--- src/rtl/seq_job_arbiter.sv ---
// Round-robin owner of one shared RA/RB/TM sequencer: grants a pending job,
// pulses START/JP, waits for the TM phase, returns DONE, flags stuck sequencers.
module seq_job_arbiter #(
    parameter int N_REQ   = 4,
    parameter int TIMEOUT = 15
) (
    input  logic                     CLK,
    input  logic                     RESET,
    input  logic [N_REQ-1:0]         REQ,
    input  logic [N_REQ-1:0]         REQ_JP,
    input  logic                     SEQ_TM,
    output logic                     START,
    output logic                     JP,
    output logic [N_REQ-1:0]         GNT,
    output logic [$clog2(N_REQ)-1:0] GNT_ID,
    output logic [N_REQ-1:0]         DONE,
    output logic                     ERR,
    output logic [$clog2(N_REQ)-1:0] ERR_ID,
    input  logic                     ERR_CLR
);
    localparam int IW = $clog2(N_REQ);
    localparam int TW = $clog2(TIMEOUT);

    typedef enum logic [1:0] {
        ST_IDLE,
        ST_ISSUE,
        ST_WAIT_TM,
        ST_RELEASE
    } state_t;

    state_t        state_q, state_d;
    logic [IW-1:0] owner_q, owner_d;
    logic [IW-1:0] ptr_q, ptr_d;
    logic [IW-1:0] err_id_q, err_id_d;
    logic [TW-1:0] timer_q, timer_d;
    logic          jp_q, jp_d;
    logic          err_q, err_d;

    logic          pick_found;
    logic [IW-1:0] pick_id;

    function automatic logic [IW-1:0] wrap_add(input logic [IW-1:0] base, input int step);
        return IW'((int'(base) + step) % N_REQ);
    endfunction

    // First requester at or after the pointer, wrapping around.
    always_comb begin : rr_pick
        pick_found = 1'b0;
        pick_id    = ptr_q;
        for (int i = 0; i < N_REQ; i++) begin
            if (!pick_found && REQ[wrap_add(ptr_q, i)]) begin
                pick_found = 1'b1;
                pick_id    = wrap_add(ptr_q, i);
            end
        end
    end

    // NOTE: every signal gets its hold value before the case, so no path leaves one unassigned and no latch is inferred.
    always_comb begin : next_state
        state_d  = state_q;
        owner_d  = owner_q;
        jp_d     = jp_q;
        ptr_d    = ptr_q;
        timer_d  = timer_q;
        err_d    = err_q & ~ERR_CLR;
        err_id_d = err_id_q;
        case (state_q)
            ST_IDLE: begin
                if (pick_found) begin
                    owner_d = pick_id;
                    jp_d    = REQ_JP[pick_id];
                    state_d = ST_ISSUE;
                end
            end
            ST_ISSUE: begin
                timer_d = '0;
                state_d = ST_WAIT_TM;
            end
            ST_WAIT_TM: begin
                timer_d = timer_q + TW'(1);
                if (SEQ_TM) begin
                    state_d = ST_RELEASE;
                end else if (timer_q == TW'(TIMEOUT - 1)) begin
                    // A timeout outranks a same-cycle ERR_CLR.
                    err_d    = 1'b1;
                    err_id_d = owner_q;
                    ptr_d    = wrap_add(owner_q, 1);
                    state_d  = ST_IDLE;
                end
            end
            ST_RELEASE: begin
                ptr_d   = wrap_add(owner_q, 1);
                state_d = ST_IDLE;
            end
            default: state_d = ST_IDLE;
        endcase
    end

    // NOTE: state flops use non-blocking assignments so every flop samples the pre-edge values.
    always_ff @(posedge CLK or posedge RESET) begin
        if (RESET) begin
            state_q  <= ST_IDLE;
            owner_q  <= '0;
            jp_q     <= 1'b0;
            ptr_q    <= '0;
            timer_q  <= '0;
            err_q    <= 1'b0;
            err_id_q <= '0;
        end else begin
            state_q  <= state_d;
            owner_q  <= owner_d;
            jp_q     <= jp_d;
            ptr_q    <= ptr_d;
            timer_q  <= timer_d;
            err_q    <= err_d;
            err_id_q <= err_id_d;
        end
    end

    // Outputs decode flops only; REQ never reaches them combinationally.
    always_comb begin : outputs
        START  = (state_q == ST_ISSUE);
        JP     = (state_q == ST_ISSUE) & jp_q;
        GNT    = '0;
        DONE   = '0;
        GNT_ID = '0;
        if (state_q != ST_IDLE) begin
            GNT[owner_q] = 1'b1;
            GNT_ID       = owner_q;
        end
        if (state_q == ST_RELEASE) begin
            DONE[owner_q] = 1'b1;
        end
        ERR    = err_q;
        ERR_ID = err_id_q;
    end

endmodule

--- config.mk ---
export PLATFORM = sky130hd
export DESIGN_NAME = seq_job_arbiter
export DESIGN_NICKNAME = d
export VERILOG_FILES = /design/src/rtl/seq_job_arbiter.sv
export SDC_FILE = /design/constraint.sdc
export NUM_CORES = 1
export LEC_CHECK = 0
export BUFFER_PORTS_ARGS = -buffer_cell sky130_fd_sc_hd__buf_2
export CELL_PAD_IN_SITES_DETAIL_PLACEMENT = 1
export CELL_PAD_IN_SITES_GLOBAL_PLACEMENT = 2
export CORE_MARGIN = 4
export CORE_UTILIZATION = 34
export CTS_BUF_LIST = sky130_fd_sc_hd__clkbuf_4
export CTS_CLUSTER_SIZE = 25
export DETAILED_ROUTE_END_ITERATION = 7
export GPL_TIMING_DRIVEN = 0
export PLACE_DENSITY_LB_ADDON = 0.2
export SLEW_MARGIN = 20
export SYNTH_ARGS = -nofsm -noshare
export SYNTH_HDL_FRONTEND = slang
export SYNTH_SLANG_ARGS = --single-unit
--- constraint.sdc ---
create_clock -name CLK -period 3.38 [get_ports CLK]
set_clock_uncertainty 0.2 [all_clocks]
set_input_delay 0.169 -clock CLK [delete_from_list [all_inputs] [get_ports CLK]]
set_output_delay 0.169 -clock CLK [all_outputs]
set_load 0.05 [all_outputs]
# Word level (Yosys, flattened, before mapping)
# Cells that the tools add are included.
# word_totals
ff_bits	14
latchBits	0
ramBits	0
mem_bits_ro	0
in_bits	12
wordCells	79
mem_count	0
# op_classes
addsub	5
multipliers	0
div_mod_pow	0
magnitude_cmp	7
n_eq_ne	8
shift	0
muxes	33
bitwise	4
n_reduce_logical	15
# op_table
op	n
< comparator 2 x 3 -> 1 bit, second input constant	6
2-to-1 mux 2 bit	9
2-to-1 mux 1 bit	13
binary-select mux 1 bit (select 2 bit)	5
2-to-1 mux 4 bit	2
case mux 2 bit (4 select lines)	1
case mux 4 bit (2 select lines)	1
!= test 2 bit, second input constant	3
AND reduction 3 bit	2
nonzero test 2 bit	3
adder 2 x 1 -> 2 bit, second input constant	2
adder 2 bit, second input constant	2
adder 4 x 1 -> 4 bit, second input constant	1
equality test 2 bit, second input constant	2
equality test 4 bit, second input constant	1
logical AND 1 bit	4
case mux 2 bit (2 select lines)	1
AND reduction 2 bit	2
logical NOT 1 bit	3
!= test 3 bit, second input constant	1
AND 1 bit	2
demux 1 bit (select 2 bit)	1
equality test 2 x 1 -> 1 bit, second input constant	1
greater-or-equal comparator 2 x 1 -> 1 bit, second input constant	1
2 further kinds	3

# Logic depth before layout (Yosys ltp)
# Gate-level depths: netlist of the first run.
# depth
depth_word	14
depth_mapped	8

# Worst setup path after synthesis of the first run
# Ideal clock, no wire load.
# synth_timing
path_type	reg-to-reg
from	register state_q[0]
to	register ptr_q[1]
arrival_ns	1.596
slack_ns	1.456
path_stages_with_launch	8
path_buffers	1
synth_period_minus_slack_ns	1.924
path_cell_list	dfrtp_1 -> inv_1 -> ha_1 -> buf_4 -> inv_2 -> or3_4 -> o21ai_2 -> mux2_1
# synth_between
elab_chain_len	3
# synth_rtl
element	line	source
start: declaration	31	state_t state_q, state_d;
start signal: assignment	110	state_q <= state_d;
equality test 2 bit	67	case (state_q)
!= test 2 bit (no source line) / nonzero test 2 bit (equally long branches)	--	
AND reduction 3 bit (no source line)	--	
end signal: assignment	113	ptr_q <= ptr_d;
end: declaration	33	logic [IW-1:0] ptr_q, ptr_d;
# Several ways; a longest one is shown, not always the timed one.
# A chain may end at the register's enable or synchronous reset.

# Worst setup path in the final report of the first run
# Same ends and word-level chain as after synthesis.

==> results of run 1 <==
routing by layer:
metal | share of wire | vias to the layer above | global-route usage | wire (um)
met3 | 0.069 | 2 | 0.0393 | 154
met4 | 0.0054 | 0 | 0.0273 | 12
met2 | 0.46 | 22 | 0.220 | 1010
met1 | 0.47 | 394 | 0.160 | 1040
li1 | - | 426 | - | -
met5 | 0 | - | 0 | 0
cell families (layout without fill, tap and decap cells):
group                    Yosys count  in the layout  share of synthesized area
AO/OA/AOI/OAI                     27             27                      0.207
adder cells (fa/ha/maj)           10             10                      0.126
buffers and inverters             14             46                     0.0567
flip-flops                        14             14                      0.353
multiplexers                       3              3                     0.0315
AND/OR/NAND/NOR                   40             40                      0.227
worst register-to-register path: stages, from the launching register on:
cell	delay, ns
dfrtp_1	0.43
inv_1	0.11
ha_1	0.15
buf_4	0.15
inv_2	0.05
or3_4	0.42
o21ai_2	0.10
mux2_1	0.33
cell type report:
cell class                 instances  share of cell area
multi-input combinational         80               0.483
clock buffer                       3              0.0185
timing repair buffer              29               0.132
buffer                             2             0.00927
sequential                        14               0.288
tap                               31              0.0319
inverter                          12              0.0371
cells in the mapped netlist (all sizes together):
| library cell | number | area share |
|---|---|---|
| or3 | 1 | 0.011 |
| nor2b | 8 | 0.053 |
| a21boi | 1 | 0.0076 |
| or2 | 1 | 0.0063 |
| and2 | 5 | 0.031 |
| and3 | 1 | 0.011 |
| buf | 1 | 0.0076 |
| a22oi | 1 | 0.0076 |
| nor4 | 1 | 0.0063 |
| mux2i | 2 | 0.020 |
| a21o | 2 | 0.015 |
| o31ai | 1 | 0.0076 |
| a211oi | 1 | 0.013 |
| a21oi | 5 | 0.029 |
| nand3b | 1 | 0.0076 |
| and3b | 1 | 0.013 |
| o21bai | 1 | 0.011 |
| a31oi | 2 | 0.013 |
| nand2b | 1 | 0.0063 |
| ha | 10 | 0.13 |
| clkbuf | 1 | 0.0038 |
| nand2 | 10 | 0.038 |
| nand3 | 4 | 0.020 |
| inv | 12 | 0.045 |
| a2111oi | 1 | 0.028 |
| o21ai | 12 | 0.076 |
| mux2 | 1 | 0.011 |
| dfrtp | 14 | 0.35 |
| nor2 | 6 | 0.023 |
through the flow:
step                area (um^2)  setup slack, ns
CTS                        1200             1.31
finish                     1210             1.32
global route               1210             1.18
global placement           1160             1.38
floorplan                   993             1.46
detailed placement         1160             1.33
how the worst max path moves through the flow:
stage / end / slack [ns] / depth (start not counted)
5_1_grt: ptr_q[1] / 1.18 / 7
2_1_floorplan: ptr_q[1] / 1.46 / 7
3_5_place_dp: ptr_q[1] / 1.33 / 7
4_1_cts: ptr_q[1] / 1.31 / 7
6_report: ptr_q[1] / 1.32 / 7
3_3_place_gp: ptr_q[1] / 1.38 / 7
flip-flops by register name, indices dropped and copies added (netlist names):
name	count
ERR	1
ERR_ID	2
jp_q	1
owner_q	2
ptr_q	2
state_q	2
timer_q	4
where the power goes:
group / total, uW / switching, uW / internal [uW] / leakage [uW]
Sequential: 286 / 63.1 / 223 / 0.000174
Clock: 92.8 / 51.6 / 41.3 / 0.0000138
Combinational: 694 / 473 / 222 / 0.000427
Total: 1070 / 587 / 486 / 0.000615
timing repair:
item | 4_1_cts | 5_1_grt
setup endpoints to repair | 0 | 0
hold endpoints to repair | 15 | 1
hold buffers | 2 | 1
==> impl_metrics.csv, run 1 <==
group,metric,value,unit
final_layout,fillers,346,
pwr,power,1070,uW
drt,first_pass_iters,3,
clock_tree,cts_buffers,3,
die,design.core.area,2780,um^2
logic_synthesis,synth.avg_cell_area,9.20,um^2
drt,wl,2220,um
final_layout,final_nets,164,
global_route,grt_pass1_wl,3670,um
final_layout,finalNonFillerCells,171,
die,dieArea,3850,um^2
setup_path,cpLargestDelayFamily,"flip-flops",
logic_synthesis,syn-cell-area,993,um^2
placed_design,hpwlAfterDp,1800,um
timing,slew_headroom,0.643,
final_layout,multi_input_area,587,um^2
timing,worst_pin_slew,0.535,ns
worst_hold_path,hold_end,"jp_q",
clock_tree,clk_latency,0.27,ns
setup_path,critPathLaunchType,"flop",
setup_path,path_max_fanout,8,
setup_path,cp_slowest_cell,"dfrtp_1",
timing,tns,0,ns
placed_design,place.port_buffers,26,
drt,avgViaCountPerCell,4.94,
clock_tree,root_buffer,"clkbuf_4",
die,start_util,0.357,
global_route,grt_remaining_overflow,0,
pwr,p_leak,0.000615,uW
setup_path,rr_startpoint,"state_q[0]",
logic_synthesis,ys_ff_latch,14,
final_layout,drive_gt1_frac,0.307,
global_route,grt_usage,0.129,
setup_path,path_cells,"inv_1 -> ha_1 -> buf_4 -> inv_2 -> or3_4 -> o21ai_2 -> mux2_1",
setup_path,startpoint,"state_q[0]",
timing,rsz0062_at_grt,"no",
die,die_height,62.1,um
logic_synthesis,syn_inst,108,
final_layout,utilization,0.437,
timing,fin_crit_sh,0.609,
global_route,grt_pass1_vias,822,
setup_path,r2r_slack,1.32,ns
final_layout,regArea,350,um^2
setup_path,cp-end-kind,"flop",
final_layout,area_growth,22.3,%
clock_tree,cts_setup_buffers,0,
timing,maxSlewViolCount,0,
logic_synthesis,yosysWarnings,0,
clock_tree,ctsResizeCount,0,
timing,min_period,2.06,ns
final_layout,final_cell_mix,"buf_2 (26), dfrtp_1 (14), inv_1 (11), nand2_1 (10), ha_1 (10)",
setup_path,critical_path_class,"reg2reg",
drt,drc,0,
pwr,ir_drop,549,uV
placed_design,dpl.cell_count,165,
setup_path,crit_arrival,2.02,ns
placed_design,gp_congestion,0.748,
final_layout,final_common_cell,"buf_2",
drt,ant_nets,0,
clock_tree,cts_sinks,14,
logic_synthesis,syn_nets,130,
setup_path,ff2ff_path_depth,7,
setup_path,cp.required,3.34,ns
timing,max_freq,486,MHz
final_layout,diodes,0,
die,ios,27,
logic_synthesis,netlist-cell-type-count,33,
global_route,grt_max_degree,15,
setup_path,critPathBufInv,3,
timing,hold_ws,0.0314,ns
logic_synthesis,yosysSeqAreaShare,0.353,
setup_path,r2r-end,"ptr_q[1]",
drt,wire_per_inst,13.0,um
global_route,antenna_found_initial,0,
drt,drt_iter0_markers,7,
worst_hold_path,worstHoldPathCells,3,
job,cap_violations,0,
die,fp-row-count,19,
clock_tree,htreeDepth,1,
clock_tree,cts_buffer_depth,2,
worst_hold_path,hold_start,"REQ_JP[1]",
drt,vias,844,
clock_tree,cts_tree,"done",
run_status,status,"completed",
die,die_w,62.1,um
clock_tree,clk_pin_slew,0.08,ns
setup_path,max_stage_delay,0.43,ns
worst_hold_path,hold_path.class,"in2reg",
timing,setup_viol,0,
timing,hold_viol,0,
pwr,powerDensity,884,nW/um^2
Note: power is estimated with default switching activity, not from simulation.
==> run 2, diff against run 1 <==
--- a/config.mk
+++ b/config.mk
@@ -9,7 +9,7 @@
 export CELL_PAD_IN_SITES_DETAIL_PLACEMENT = 1
 export CELL_PAD_IN_SITES_GLOBAL_PLACEMENT = 2
 export CORE_MARGIN = 4
-export CORE_UTILIZATION = 34
+export CORE_UTILIZATION = 32
 export CTS_BUF_LIST = sky130_fd_sc_hd__clkbuf_4
 export CTS_CLUSTER_SIZE = 25
 export DETAILED_ROUTE_END_ITERATION = 7
==> constraint.sdc (replaced) <==
create_clock -name CLK -period 1.9 [get_ports CLK]
set_clock_uncertainty 0.2 [all_clocks]
set_input_delay 0.095 -clock CLK [delete_from_list [all_inputs] [get_ports CLK]]
set_output_delay 0.095 -clock CLK [all_outputs]
set_load 0.05 [all_outputs]
==> impl_metrics.csv, run 2 (synthesized netlist as in run 1, its figures left out) <==
group,metric,value,unit
global_route,grt_pass1_wl,4320,um
drt,ant_nets,0,
final_layout,multi_input_area,616,um^2
timing,setup_viol,0,
setup_path,crit_arrival,1.85,ns
die,die_w,63.7,um
die,fp-row-count,19,
final_layout,regMostFlops,"timer_q",
placed_design,hpwlAfterDp,1950,um
drt,vias,897,
setup_path,path_max_fanout,5,
timing,min_period,1.89,ns
global_route,grt_usage,0.132,
setup_path,cp.required,1.86,ns
clock_tree,clk_pin_slew,0.09,ns
clock_tree,cts_tree,"done",
placed_design,place.port_buffers,26,
setup_path,critPathLaunchType,"flop",
setup_path,cp-end-kind,"flop",
run_status,status,"finished, violations left",
clock_tree,cts_sinks,14,
global_route,grt_remaining_overflow,0,
setup_path,critical_path_class,"reg2reg",
global_route,antenna_found_initial,0,
final_layout,final_cell_mix,"buf_2 (26), dfrtp_1 (14), nand2_1 (10), inv_1 (9)",
drt,avgViaCountPerCell,4.96,
run_status,violations,"negative hold slack",
drt,first_pass_iters,2,
timing,worst_pin_slew,0.564,ns
drt,wl,2670,um
clock_tree,cts_buffers,3,
clock_tree,cts_buffer_depth,2,
drt,drc,0,
clock_tree,root_buffer,"clkbuf_4",
global_route,grt_pass1_vias,956,
timing,hold_viol,1,
setup_path,max_stage_delay,0.41,ns
worst_hold_path,hold_path.class,"in2reg",
final_layout,regArea,350,um^2
timing,slew_headroom,0.620,
pwr,p_leak,0.000666,uW
placed_design,gp_congestion,0.722,
timing,rsz0062_at_grt,"yes",
drt,drt_iter0_markers,23,
setup_path,path_cells,"inv_2 -> ha_4 -> buf_6 -> inv_4 -> or3_4 -> o21ai_4 -> mux2_4",
final_layout,final_common_cell,"buf_2",
final_layout,largest_reg_flops,4,
final_layout,fillers,352,
pwr,ir_drop,970,uV
die,dieArea,4060,um^2
pwr,powerDensity,1590,nW/um^2
clock_tree,clk_latency,0.28,ns
final_layout,final_nets,174,
drt,wire_per_inst,14.7,um
final_layout,drive_gt1_frac,0.380,
timing,hold_ws,-0.00737,ns
global_route,grt_max_degree,15,
die,design.core.area,2850,um^2
job,cap_violations,0,
timing,max_freq,529,MHz
final_layout,utilization,0.468,
setup_path,cp_slowest_cell,"dfrtp_1",
timing,fin_crit_sh,0.995,
final_layout,area_growth,34.5,%
die,ios,27,
clock_tree,htreeDepth,1,
final_layout,diodes,0,
die,die_height,63.7,um
die,start_util,0.348,
timing,maxSlewViolCount,0,
-- run 2: cell count changes in the layout (fill, tap and decap cells not counted), moves of 2 or more --
| cell | previous run | this run |
|---|---|---|
| buf_4 | 1 | 8 |
| dlygate4sd3_1 | 3 | 6 |
| ha_1 | 10 | 7 |
| ha_2 | 0 | 2 |
| inv_1 | 11 | 9 |
-- run 2: where the power goes --
part           switching, uW  leakage, uW  internal [uW]
clock                   94.1    0.0000138           73.5
sequential               117     0.000174            397
combinational            920     0.000478            529
-- run 2: worst paths after layout --
check	from	end	slack, ns	cells past startpoint
worst max-delay path	state_q[0]	ptr_q[1]	0.009	7
worst min-delay path	SEQ_TM	state_q[0]	-0.007	3
worst max register to register	state_q[0]	ptr_q[1]	0.009	7
worst min register to register	ERR_ID[1]	ERR_ID[1]	0.27	2
max in group asynchronous	RESET	ERR_ID[0]	0.91	3
min in group asynchronous	RESET	timer_q[0]	0.21	3
-- run 2: what timing repair did --
item	4_1_cts	5_1_grt
pin swaps	0	1
setup endpoints to repair	8	9
hold endpoints to repair	17	0
gates resized for setup	1	7
hold buffers	6	0
setup buffers	1	7
-- run 2: per-layer routing --
metal,global-route usage,vias up,share of wire
li1,-,448,-
met5,0,-,0
met2,0.232,23,0.49
met4,0.00809,0,0
met1,0.165,426,0.46
met3,0.0426,0,0.047
-- run 2: worst max-delay path, delay by kind of cell, from the launching register on --
kind	cells	cell delay [ns]
flip-flops	1	0.41
AND/OR/NAND/NOR	1	0.40
multiplexers	1	0.31
buffers and inverters	3	0.23
adder cells (fa/ha/maj)	1	0.13
AO/OA/AOI/OAI	1	0.09
-- run 2: stage by stage --
stage                     setup WS, ns  std cells  total power, uW  setup TNS, ns  cell area [um^2]
after floorplan                -0.0118        108             1490        -0.0118              1000
after global placement         -0.0820        165             1730         -0.137              1170
after detailed placement        -0.137        165             1800         -0.270              1170
after CTS                      -0.0803        174             2010        -0.0803              1260
after global routing           -0.0566        181             2320        -0.0740              1340
final                          0.00916        181             2130              0              1340
-- run 2: layout make-up --
type / instances / share of cell area
Timing Repair Buffer: 40 / 0.187
Inverter: 12 / 0.0356
Clock buffer: 3 / 0.0169
Tap cell: 31 / 0.0290
Sequential cell: 14 / 0.262
Buffer: 1 / 0.00843
Multi-Input combinational cell: 80 / 0.461
==> run 3, diff against run 2 <==
--- a/config.mk
+++ b/config.mk
@@ -8,7 +8,6 @@
 export BUFFER_PORTS_ARGS = -buffer_cell sky130_fd_sc_hd__buf_2
 export CELL_PAD_IN_SITES_DETAIL_PLACEMENT = 1
 export CELL_PAD_IN_SITES_GLOBAL_PLACEMENT = 2
-export CORE_MARGIN = 4
 export CORE_UTILIZATION = 32
 export CTS_BUF_LIST = sky130_fd_sc_hd__clkbuf_4
 export CTS_CLUSTER_SIZE = 25
==> impl_metrics.csv, run 3 (synthesized netlist as in run 1, its figures left out) <==
group,metric,value,unit
timing,min_period,1.91,ns
job,cap_violations,0,
global_route,grt_pass1_vias,889,
setup_path,cp.required,1.86,ns
worst_hold_path,hold_path.class,"in2reg",
die,die_w,57.7,um
final_layout,final_cell_mix,"buf_2 (26), dfrtp_1 (14), inv_1 (11), nand2_1 (10)",
clock_tree,htreeDepth,1,
drt,drc,3,
clock_tree,root_buffer,"clkbuf_4",
run_status,status,"finished, violations left",
clock_tree,clk_pin_slew,0.08,ns
die,dieArea,3330,um^2
pwr,ir_drop,664,uV
setup_path,critical_path_class,"reg2reg",
setup_path,critPathLaunchType,"flop",
final_layout,final_nets,174,
final_layout,finalNonFillerCells,181,
drt,vias,911,
global_route,antenna_found_initial,0,
timing,hold_ws,0.0593,ns
global_route,grt_max_degree,15,
drt,first_pass_iters,6,
timing,rsz0062_at_grt,"yes",
final_layout,largest_reg_flops,4,
placed_design,gp_congestion,0.760,
final_layout,fillers,352,
setup_path,crit_arrival,1.88,ns
timing,worst_pin_slew,0.553,ns
timing,max_freq,523,MHz
final_layout,diodes,0,
final_layout,final_common_cell,"buf_2",
placed_design,hpwlAfterDp,1760,um
global_route,grt_usage,0.155,
drt,wire_per_inst,13.4,um
clock_tree,cts_buffer_depth,2,
run_status,violations,"design-rule violations, negative setup slack",
timing,slew_headroom,0.631,
timing,setup_slack,-0.0117,ns
clock_tree,clk_latency,0.28,ns
drt,ant_nets,0,
die,fp-row-count,19,
timing,hold_viol,0,
timing,maxSlewViolCount,0,
clock_tree,cts_tree,"done",
setup_path,path_max_fanout,5,
setup_path,path_cells,"inv_1 -> ha_2 -> buf_6 -> inv_2 -> or3_4 -> o21ai_4 -> mux2_4",
worst_hold_path,worstHoldPathCells,4,
global_route,grt_remaining_overflow,0,
final_layout,area_growth,33.0,%
setup_path,cp_slowest_cell,"or3_4",
drt,drt_iter0_markers,21,
die,die_height,57.7,um
placed_design,place.port_buffers,26,
timing,tns,-0.0117,ns
pwr,p_leak,0.000666,uW
timing,fin_crit_sh,1.01,
clock_tree,cts_sinks,14,
die,ios,27,
placed_design,dpl.cell_count,165,
global_route,grt_pass1_wl,3970,um
final_layout,drive_gt1_frac,0.360,
die,start_util,0.348,
final_layout,regMostFlops,"timer_q",
drt,wl,2420,um
die,design.core.area,2850,um^2
clock_tree,cts_buffers,3,
pwr,powerDensity,1580,nW/um^2
drt,avgViaCountPerCell,5.03,
setup_path,max_stage_delay,0.40,ns
setup_path,cp-end-kind,"flop",
setup_path,ff2ff_path_depth,7,
timing,setup_viol,1,
[run 3: metal layers]
metal | global-route usage | vias to the layer above | wire length (um)
li1 | - | 448 | -
met1 | 0.210 | 434 | 1160
met2 | 0.252 | 25 | 1130
met3 | 0.0469 | 4 | 117
met4 | 0.0204 | 0 | 17
met5 | 0 | - | 0
[run 3: area by class of cell]
class / count / area, um^2 / share of cell area
Multi-Input combinational cell: 80 / 603 / 0.456
Sequential cell: 14 / 350 / 0.265
Buffer: 1 / 11.3 / 0.00852
Clock buffer: 3 / 22.5 / 0.0170
Tap cell: 31 / 38.8 / 0.0294
Timing Repair Buffer: 40 / 250 / 0.189
Inverter: 12 / 45.0 / 0.0341
[run 3: critical path, delay by kind of cell, from the launching register on]
| family | cells | cell delay [ns] |
|---|---|---|
| simple gates | 1 | 0.40 |
| mux | 1 | 0.31 |
| buf+inv | 3 | 0.24 |
| compound gates | 1 | 0.09 |
| flops | 1 | 0.39 |
| fa+ha+maj | 1 | 0.18 |
[run 3: what timing repair did]
| item | CTS | global route |
|---|---|---|
| gates resized for setup | 0 | 3 |
| setup endpoints to repair | 8 | 9 |
| endpoints found under the hold margin | 18 | 0 |
| pin swaps | 0 | 1 |
| hold buffers | 6 | 0 |
| buffers inserted | 1 | 7 |
[run 3: report_power, final]
part | switching, uW | internal, uW | total, uW
Combinational | 899 | 519 | 1420
Clock | 91.2 | 73.5 | 165
Sequential | 110 | 397 | 506
Total | 1100 | 989 | 2090
[run 3: per-stage QoR]
step	power (uW)	util	area [um^2]	setup WS, ns
6_report	2090	0.463	1320	-0.0117
5_1_grt	2270	0.463	1320	-0.0677
3_5_place_dp	1780	0.410	1170	-0.126
3_3_place_gp	1730	0.410	1170	-0.0800
2_1_floorplan	1490	-	1000	-0.0118
4_1_cts	1980	0.440	1250	-0.0674
[run 3: worst paths after layout]
check	slack, ns	endpoint	from
max reg2reg	-0.01	ptr_q[1]	state_q[0]
min in group asynchronous	0.20	timer_q[0]	RESET
min	0.06	ERR_ID[0]	SEQ_TM
max	-0.01	ptr_q[1]	state_q[0]
max in group asynchronous	0.93	ptr_q[1]	RESET
min reg2reg	0.28	ERR_ID[0]	ERR_ID[0]
